File: config.mk
export PLATFORM = sky130hd
export DESIGN_NAME = snake_engine
export DESIGN_NICKNAME = d
export VERILOG_FILES = /design/src/rtl/snake_pkg.sv /design/src/rtl/snake_ring.sv /design/src/rtl/snake_engine.sv
export SDC_FILE = /design/constraint.sdc
export NUM_CORES = 2
export LEC_CHECK = 0
export CAP_MARGIN = 20
export CORE_MARGIN = 3
export CORE_UTILIZATION = 25
export CTS_CLUSTER_SIZE = 25
export DETAILED_ROUTE_END_ITERATION = 8
export PLACE_DENSITY = 0.39
export SYNTH_ARGS = -nofsm -noshare
export SYNTH_HDL_FRONTEND = slang
export SYNTH_HIERARCHICAL = 1
export SYNTH_SLANG_ARGS = --single-unit
File: constraint.sdc
create_clock -name clk -period 14.6 [get_ports clk]
set_input_delay 2.92 -clock clk [delete_from_list [all_inputs] [get_ports clk]]
set_output_delay 2.92 -clock clk [all_outputs]
set_load 0.05 [all_outputs]
File: src/rtl/snake_pkg.sv
// Shared definitions for the snake body engine.
//   DIR_*      : 2-bit direction encodings; the opposite direction is the bitwise inverse
//   state_t    : engine controller states
//   cell_index : flattens a grid coordinate into a bitmap bit index (row-major)
package snake_pkg;

  localparam logic [1:0] DIR_UP    = 2'b00;
  localparam logic [1:0] DIR_RIGHT = 2'b01;
  localparam logic [1:0] DIR_LEFT  = 2'b10;
  localparam logic [1:0] DIR_DOWN  = 2'b11;

  typedef enum logic [2:0] {
    ST_INIT,
    ST_IDLE,
    ST_CHECK,
    ST_COMMIT,
    ST_DEAD
  } state_t;

  function automatic int cell_index(input int x, input int y, input int cols);
    return y * cols + x;
  endfunction

endpackage

File: src/rtl/snake_ring.sv
// Circular buffer holding the snake body coordinates, oldest entry = tail.
// Ports:
//   clk, rst       : clock, synchronous active-high clear (pointers only)
//   push, din      : append din as the newest entry
//   pop            : drop the oldest entry
//   oldest, newest : combinational peeks of the tail and head entries
//   empty          : no entries stored
module snake_ring #(
  parameter int W     = 10,
  parameter int DEPTH = 128
) (
  input  logic         clk,
  input  logic         rst,
  input  logic         push,
  input  logic         pop,
  input  logic [W-1:0] din,
  output logic [W-1:0] oldest,
  output logic [W-1:0] newest,
  output logic         empty
);

  localparam int PW = (DEPTH > 1) ? $clog2(DEPTH) : 1;

  logic [W-1:0]  mem [DEPTH];
  logic [PW-1:0] wr_ptr;
  logic [PW-1:0] rd_ptr;
  logic [PW:0]   count;

  // Pointers wrap naturally because DEPTH is a power of two.
  always_ff @(posedge clk) begin
    if (rst) begin
      wr_ptr <= '0;
      rd_ptr <= '0;
      count  <= '0;
    end else begin
      if (push) wr_ptr <= wr_ptr + 1'b1;
      if (pop)  rd_ptr <= rd_ptr + 1'b1;
      case ({push, pop})
        2'b10:   count <= count + 1'b1;
        2'b01:   count <= count - 1'b1;
        default: count <= count;
      endcase
    end
  end

  // Storage needs no reset; validity is tracked by the pointers. A push into a
  // full ring together with a pop overwrites the entry being dropped.
  always_ff @(posedge clk) begin
    if (push) mem[wr_ptr] <= din;
  end

  assign oldest = mem[rd_ptr];
  assign newest = mem[wr_ptr - 1'b1];
  assign empty  = (count == '0);

endmodule

File: src/rtl/snake_engine.sv
// Snake body engine: keeps the body as a coordinate ring plus an occupancy
// bitmap, and advances it one cell per accepted step.
// Ports:
//   clk, rst             : clock, synchronous active-high reset
//   start                : restart request, only honoured when dead
//   dir, step_valid      : requested direction and move request
//   step_ready           : a step can be accepted (idle)
//   preyx, preyy         : prey position
//   step_done/score      : one-cycle pulses when a step commits / prey eaten
//   erase_valid/x/y      : one-cycle pulse with the vacated tail cell
//   lose                 : sticky collision flag
//   headx/y, tailx/y     : body end coordinates
//   length               : current body length
//   busy                 : initialising or processing a step
module snake_engine
  import snake_pkg::*;
#(
  parameter int H_W       = 5,
  parameter int V_W       = 5,
  parameter int H_MAX     = 31,
  parameter int V_MAX     = 23,
  parameter int DEPTH     = 128,
  parameter int LEN_W     = 8,
  parameter int INIT_LEN  = 3,
  parameter int START_X   = 16,
  parameter int START_Y   = 11,
  parameter int WRAP_MODE = 1
) (
  input  logic             clk,
  input  logic             rst,
  input  logic             start,
  input  logic [1:0]       dir,
  input  logic             step_valid,
  output logic             step_ready,
  input  logic [H_W-1:0]   preyx,
  input  logic [V_W-1:0]   preyy,
  output logic             step_done,
  output logic             score,
  output logic             lose,
  output logic             erase_valid,
  output logic [H_W-1:0]   erasex,
  output logic [V_W-1:0]   erasey,
  output logic [H_W-1:0]   headx,
  output logic [V_W-1:0]   heady,
  output logic [H_W-1:0]   tailx,
  output logic [V_W-1:0]   taily,
  output logic [LEN_W-1:0] length,
  output logic             busy
);

  localparam int COLS  = H_MAX + 1;
  localparam int CELLS = COLS * (V_MAX + 1);
  localparam int IW    = $clog2(CELLS);
  localparam int CW    = H_W + V_W;

  state_t state, state_nxt;

  logic [CELLS-1:0] bitmap;
  logic [1:0]       cur_dir;
  logic [LEN_W-1:0] init_cnt;
  logic [H_W-1:0]   nxt_x;
  logic [V_W-1:0]   nxt_y;
  logic             wall_hit, eat, hit;

  logic [H_W-1:0]   cand_x, init_x;
  logic [V_W-1:0]   cand_y;
  logic             cand_wall, cand_eat, cand_grow, cand_hit;
  logic [IW-1:0]    cand_idx, nxt_idx, tail_idx, init_idx;
  logic             restart, commit_ok, grow;
  logic             ring_push, ring_pop, ring_clear, ring_empty;
  logic [CW-1:0]    ring_din, ring_oldest, ring_newest;

  assign restart   = (state == ST_DEAD) && start;
  assign commit_ok = (state == ST_COMMIT) && !(wall_hit || hit);
  assign grow      = eat && (length < LEN_W'(DEPTH));

  assign init_x     = H_W'(START_X - INIT_LEN + 1 + int'(init_cnt));
  assign ring_clear = rst || restart;
  assign ring_push  = (state == ST_INIT) || commit_ok;
  assign ring_pop   = commit_ok && !grow;
  assign ring_din   = (state == ST_INIT) ? {V_W'(START_Y), init_x} : {nxt_y, nxt_x};

  snake_ring #(.W(CW), .DEPTH(DEPTH)) u_ring (
    .clk    (clk),
    .rst    (ring_clear),
    .push   (ring_push),
    .pop    (ring_pop),
    .din    (ring_din),
    .oldest (ring_oldest),
    .newest (ring_newest),
    .empty  (ring_empty)
  );

  // With an empty ring both ends sit on the start cell.
  assign headx = ring_empty ? H_W'(START_X) : ring_newest[H_W-1:0];
  assign heady = ring_empty ? V_W'(START_Y) : ring_newest[CW-1:H_W];
  assign tailx = ring_empty ? H_W'(START_X) : ring_oldest[H_W-1:0];
  assign taily = ring_empty ? V_W'(START_Y) : ring_oldest[CW-1:H_W];

  assign cand_idx = IW'(cell_index(int'(cand_x), int'(cand_y), COLS));
  assign nxt_idx  = IW'(cell_index(int'(nxt_x), int'(nxt_y), COLS));
  assign tail_idx = IW'(cell_index(int'(tailx), int'(taily), COLS));
  assign init_idx = IW'(cell_index(int'(init_x), START_Y, COLS));

  // Next head candidate. On a wall hit the head is left in place so the
  // bitmap lookup stays in range; the move is discarded anyway.
  always_comb begin
    cand_x    = headx;
    cand_y    = heady;
    cand_wall = 1'b0;
    case (cur_dir)
      DIR_UP: begin
        if (heady == '0) begin
          if (WRAP_MODE != 0) cand_y = V_W'(V_MAX);
          else                cand_wall = 1'b1;
        end else cand_y = heady - 1'b1;
      end
      DIR_DOWN: begin
        if (heady == V_W'(V_MAX)) begin
          if (WRAP_MODE != 0) cand_y = '0;
          else                cand_wall = 1'b1;
        end else cand_y = heady + 1'b1;
      end
      DIR_LEFT: begin
        if (headx == '0) begin
          if (WRAP_MODE != 0) cand_x = H_W'(H_MAX);
          else                cand_wall = 1'b1;
        end else cand_x = headx - 1'b1;
      end
      default: begin
        if (headx == H_W'(H_MAX)) begin
          if (WRAP_MODE != 0) cand_x = '0;
          else                cand_wall = 1'b1;
        end else cand_x = headx + 1'b1;
      end
    endcase
    cand_eat  = (cand_x == preyx) && (cand_y == preyy);
    cand_grow = cand_eat && (length < LEN_W'(DEPTH));
    // The tail cell is about to be vacated unless the snake grows.
    cand_hit  = bitmap[cand_idx] && !cand_wall &&
                !((cand_x == tailx) && (cand_y == taily) && !cand_grow);
  end

  always_ff @(posedge clk) begin
    if (rst) state <= ST_INIT;
    else     state <= state_nxt;
  end

  always_comb begin
    state_nxt  = state;
    step_ready = 1'b0;
    busy       = 1'b0;
    case (state)
      ST_INIT: begin
        busy = 1'b1;
        if (init_cnt == LEN_W'(INIT_LEN - 1)) state_nxt = ST_IDLE;
      end
      ST_IDLE: begin
        step_ready = 1'b1;
        if (step_valid) state_nxt = ST_CHECK;
      end
      ST_CHECK: begin
        busy      = 1'b1;
        state_nxt = ST_COMMIT;
      end
      ST_COMMIT: begin
        busy      = 1'b1;
        state_nxt = (wall_hit || hit) ? ST_DEAD : ST_IDLE;
      end
      ST_DEAD: begin
        if (start) state_nxt = ST_INIT;
      end
      default: state_nxt = ST_INIT;
    endcase
  end

  // Body datapath. In COMMIT the old tail bit is cleared before the new head
  // bit is set, so a head moving into the vacated cell keeps its bit.
  always_ff @(posedge clk) begin
    if (rst) begin
      bitmap      <= '0;
      cur_dir     <= DIR_RIGHT;
      init_cnt    <= '0;
      length      <= '0;
      lose        <= 1'b0;
      step_done   <= 1'b0;
      score       <= 1'b0;
      erase_valid <= 1'b0;
      erasex      <= '0;
      erasey      <= '0;
      nxt_x       <= '0;
      nxt_y       <= '0;
      wall_hit    <= 1'b0;
      eat         <= 1'b0;
      hit         <= 1'b0;
    end else begin
      step_done   <= 1'b0;
      score       <= 1'b0;
      erase_valid <= 1'b0;
      case (state)
        ST_INIT: begin
          bitmap[init_idx] <= 1'b1;
          length           <= length + 1'b1;
          init_cnt         <= init_cnt + 1'b1;
        end
        ST_IDLE: begin
          if (step_valid && (dir != ~cur_dir)) cur_dir <= dir;
        end
        ST_CHECK: begin
          nxt_x    <= cand_x;
          nxt_y    <= cand_y;
          wall_hit <= cand_wall;
          eat      <= cand_eat;
          hit      <= cand_hit;
        end
        ST_COMMIT: begin
          step_done <= 1'b1;
          if (wall_hit || hit) begin
            lose <= 1'b1;
          end else begin
            score <= eat;
            if (grow) begin
              length <= length + 1'b1;
            end else begin
              erase_valid      <= 1'b1;
              erasex           <= tailx;
              erasey           <= taily;
              bitmap[tail_idx] <= 1'b0;
            end
            bitmap[nxt_idx] <= 1'b1;
          end
        end
        ST_DEAD: begin
          if (start) begin
            bitmap   <= '0;
            length   <= '0;
            lose     <= 1'b0;
            cur_dir  <= DIR_RIGHT;
            init_cnt <= '0;
          end
        end
        default: ;
      endcase
    end
  end

endmodule

==> results.py <==
metrics = {
    "worst_hold_path": {
        "holdCritPathClass": "register to register",
    },
    "clock_network": {
        "cts_tree": "done",
        "cts_root_buf": "clkbuf_16",
        "clkTransAtPathRegs_ns": 0.06,
        "cts_num_sinks": 2124,
        "cts_buffers": 268,
        "ctsLongestPathBuffers": 4,
        "post_cts_buffers": 0,
        "clock_latency_ns": 0.93,
        "htree_levels": 5,
        "ctsResizeCount": 0,
        "ctsHoldBuffers": 0,
    },
    "detailed_routing": {
        "vias": 80100,
        "drtAntennaViolNets": 0,
        "wirelength_microns": 459000,
        "drc": 0,
        "wl_per_cell_microns": 31.8,
        "dr.first_iter.drc_count": 9110,
        "drt-pass1-iter-count": 6,
        "vias_per_cell": 5.56,
    },
    "floorplanning": {
        "die_h_microns": 653,
        "core_sq_um": 415000,
        "io_pins": 60,
        "die_x_microns": 653,
        "die-area_sq_um": 426000,
        "start_util": 0.252,
        "fp-row-count": 236,
    },
    "timing": {
        "drv_slew": 0,
        "fin_hold_ws_ns": 0.454,
        "setup_violations": 0,
        "finalHoldViolCount": 0,
        "finalCritPeriodShare": 0.736,
        "worst_pin_slew_ns": 1.21,
        "fmax_mhz": 93.0,
        "skew_ns": 0.0854,
        "max_slew_margin": 0.191,
        "rsz0062_at_grt": "no",
        "fin_tns_setup_ns": 0,
        "min_period_ns": 10.75,
    },
    "worst_setup_path": {
        "worst_path_most_repeated_cell": "buf_4",
        "worstPathRequired_ns": 11.68,
        "cpPeakStageDelay_ns": 0.94,
        "path_cells": "buf_4 -> buf_4 -> buf_4 -> mux4_2 -> and3_1 -> a211oi_1 -> nor4_2 -> a22oi_1 -> nand3_1 -> inv_1 -> nor2_1 -> clkdlybuf4s50_1",
        "arrival_ns": 7.83,
        "critPathSlowestCell": "clkdlybuf4s50_1",
        "path_buf_inv": 5,
        "start_kind": "register",
        "crit_type": "register to primary output",
        "crit_family": "buffers and inverters",
        "end_kind": "primary output",
        "cp_max_fo": 44,
    },
    "final_layout": {
        "drive_above_1_share": 0.214,
        "fin_cells": 14400,
        "syn2layout_area_growth_pct": 15.5,
        "final_nets": 8753,
        "fin_area_sq_um": 121000,
        "nFillCells": 41800,
    },
    "yosys": {
        "synth_enable_flop_cells": 1280,
        "synth-seq-area-share": 0.529,
        "syn_area_sq_um": 105000,
        "synthFlopType": "edfxtp_1",
        "yosysTopAreaCellShare": 0.368,
        "syn_inst": 8988,
        "ys_seq_elements": 2124,
        "synth_top_area_cell": "edfxtp_1",
        "syn-num-nets": 9025,
        "syn_area_per_cell_sq_um": 11.6,
        "yosys-top-cells-area": "edfxtp_1, mux4_2, dfxtp_1, a21oi_1, nand2_1",
        "synth_cell_types": 90,
        "yosys_warnings": 6,
        "ys_async_sr_fraction": 0,
    },
    "power": {
        "p_per_area_nw_per_um2": 222,
        "p_leak_nw": 36.9,
        "ir_worst_vdd_mv": 0.330,
    },
    "global_routing": {
        "grt.total_usage": 0.209,
        "grt_overflow": 0,
        "grt_max_degree": 226,
        "grt_pass1_vias": 78500,
        "grt_first_pass_wirelength_microns": 640000,
        "antenna_found_initial": 24,
    },
    "placement": {
        "post-dp-hpwl_microns": 274000,
        "place_inst": 13900,
        "placed_area_sq_um": 112000,
        "globalplace.congestion": 0.835,
        "io_buffers": 59,
    },
    "status": {
        "status": "finished, final reports clean",
    },
    "job": {
        "max_cap_violations": 0,
    },
}
==> cell type report <==
| class | count | area (sq um) | share of cell area |
|---|---|---|---|
| Sequential cell | 2124 | 55400 | 0.458 |
| Multi-Input combinational cell | 5874 | 46100 | 0.381 |
| Clock buffer | 362 | 7540 | 0.0625 |
| Tap cell | 5474 | 6850 | 0.0567 |
| Timing Repair Buffer | 403 | 3410 | 0.0283 |
| Clock inverter | 119 | 1330 | 0.0110 |
| Inverter | 45 | 169 | 0.00140 |
| Antenna cell | 8 | 20.0 | 0.000166 |
==> per-layer routing <==
layer / share of wire / track usage
met3: 0.071 / 0.0340
met4: 0.050 / 0.0932
met5: 0.00013 / 0
met2: 0.48 / 0.346
met1: 0.40 / 0.267
==> report_power, final <==
part	switching [W]	leakage, nW	internal (W)
Combinational	0.00931	14.4	0.00364
Clock	0.00276	4.36	0.00407
Sequential	0.000102	18.1	0.00696
Total	0.0122	36.9	0.0147
==> final timing paths <==
path | startpoint | endpoint | slack (ns) | depth (start not counted)
setup / recovery | u_ring/wr_ptr[0]$_SDFFE_PP0P_ | heady[4] | 3.85 | 12
hold / removal | erasex[3]$_SDFFE_PP0P_ | erasex[3]$_SDFFE_PP0P_ | 0.45 | 2
setup reg to reg | u_ring/wr_ptr[0]$_SDFFE_PP0P_ | hit$_SDFFE_PP0P_ | 4.04 | 26
hold reg to reg | erasex[3]$_SDFFE_PP0P_ | erasex[3]$_SDFFE_PP0P_ | 0.45 | 2
==> worst register-to-register path, delay by kind of cell, from the launching register on <==
family	cells	cell delay, ns
multiplexers	5	1.71
flip-flops	1	0.89
adder cells (fa/ha/maj)	2	0.44
buffers and inverters	7	4.12
AO/OA/AOI/OAI	6	2.00
AND/OR/NAND/NOR	6	1.28
==> synthesized netlist by cell type, types with 44 or more instances <==
cell,instances
dfxtp_1,844
o22ai_1,47
edfxtp_1,1280
buf_1,99
clkbuf_1,671
nor3_1,66
a211oi_1,103
nand3_1,142
nor2_1,342
and3_1,88
mux2_2,109
a21oi_1,1672
inv_1,44
buf_2,136
a22oi_1,51
o21ai_0,798
mux4_2,795
mux2i_1,77
nand2_1,1102
==> kinds of logic after synthesis <==
logic type,share of synthesized area
buffers and inverters,0.0401
adders and majority gates,0.00251
DFF,0.529
muxes,0.196
AOI/OAI and AO/OA,0.149
xor gates and xnor gates,0.00461
and+or+nand+nor,0.0788
==> per-stage QoR <==
stage,util,worst slack [ns],power (W)
3_3_place_gp,0.269,3.92,0.0200
2_1_floorplan,-,6.34,0.0145
4_1_cts,0.291,3.47,0.0269
3_5_place_dp,0.269,4.05,0.0200
5_1_grt,0.291,3.35,0.0276
6_report,0.291,3.85,0.0268
==> cells in the final DEF (no fill, tap or decap), types with 87 or more instances in the layout <==
master | netlist | routed
nor2_1 | 342 | 195
edfxtp_1 | 1280 | 1280
nor2_2 | 1 | 115
nand3_1 | 142 | 141
a211oi_1 | 103 | 102
mux4_2 | 795 | 795
buf_4 | 18 | 324
o21ai_0 | 798 | 791
nand2_1 | 1102 | 1099
a21oi_1 | 1672 | 1670
mux2_2 | 109 | 109
dfxtp_1 | 844 | 838
clkbuf_16 | 0 | 279
and3_1 | 88 | 87
==> registers in the layout (all words and copies together) (netlist names), 7 cells and up, named ones only <==
register	count
bitmap	768
init_cnt	8
length	8
u_ring/count	8
u_ring/mem	1280
u_ring/rd_ptr	7
u_ring/wr_ptr	7
(Power assumes the default switching activity.)
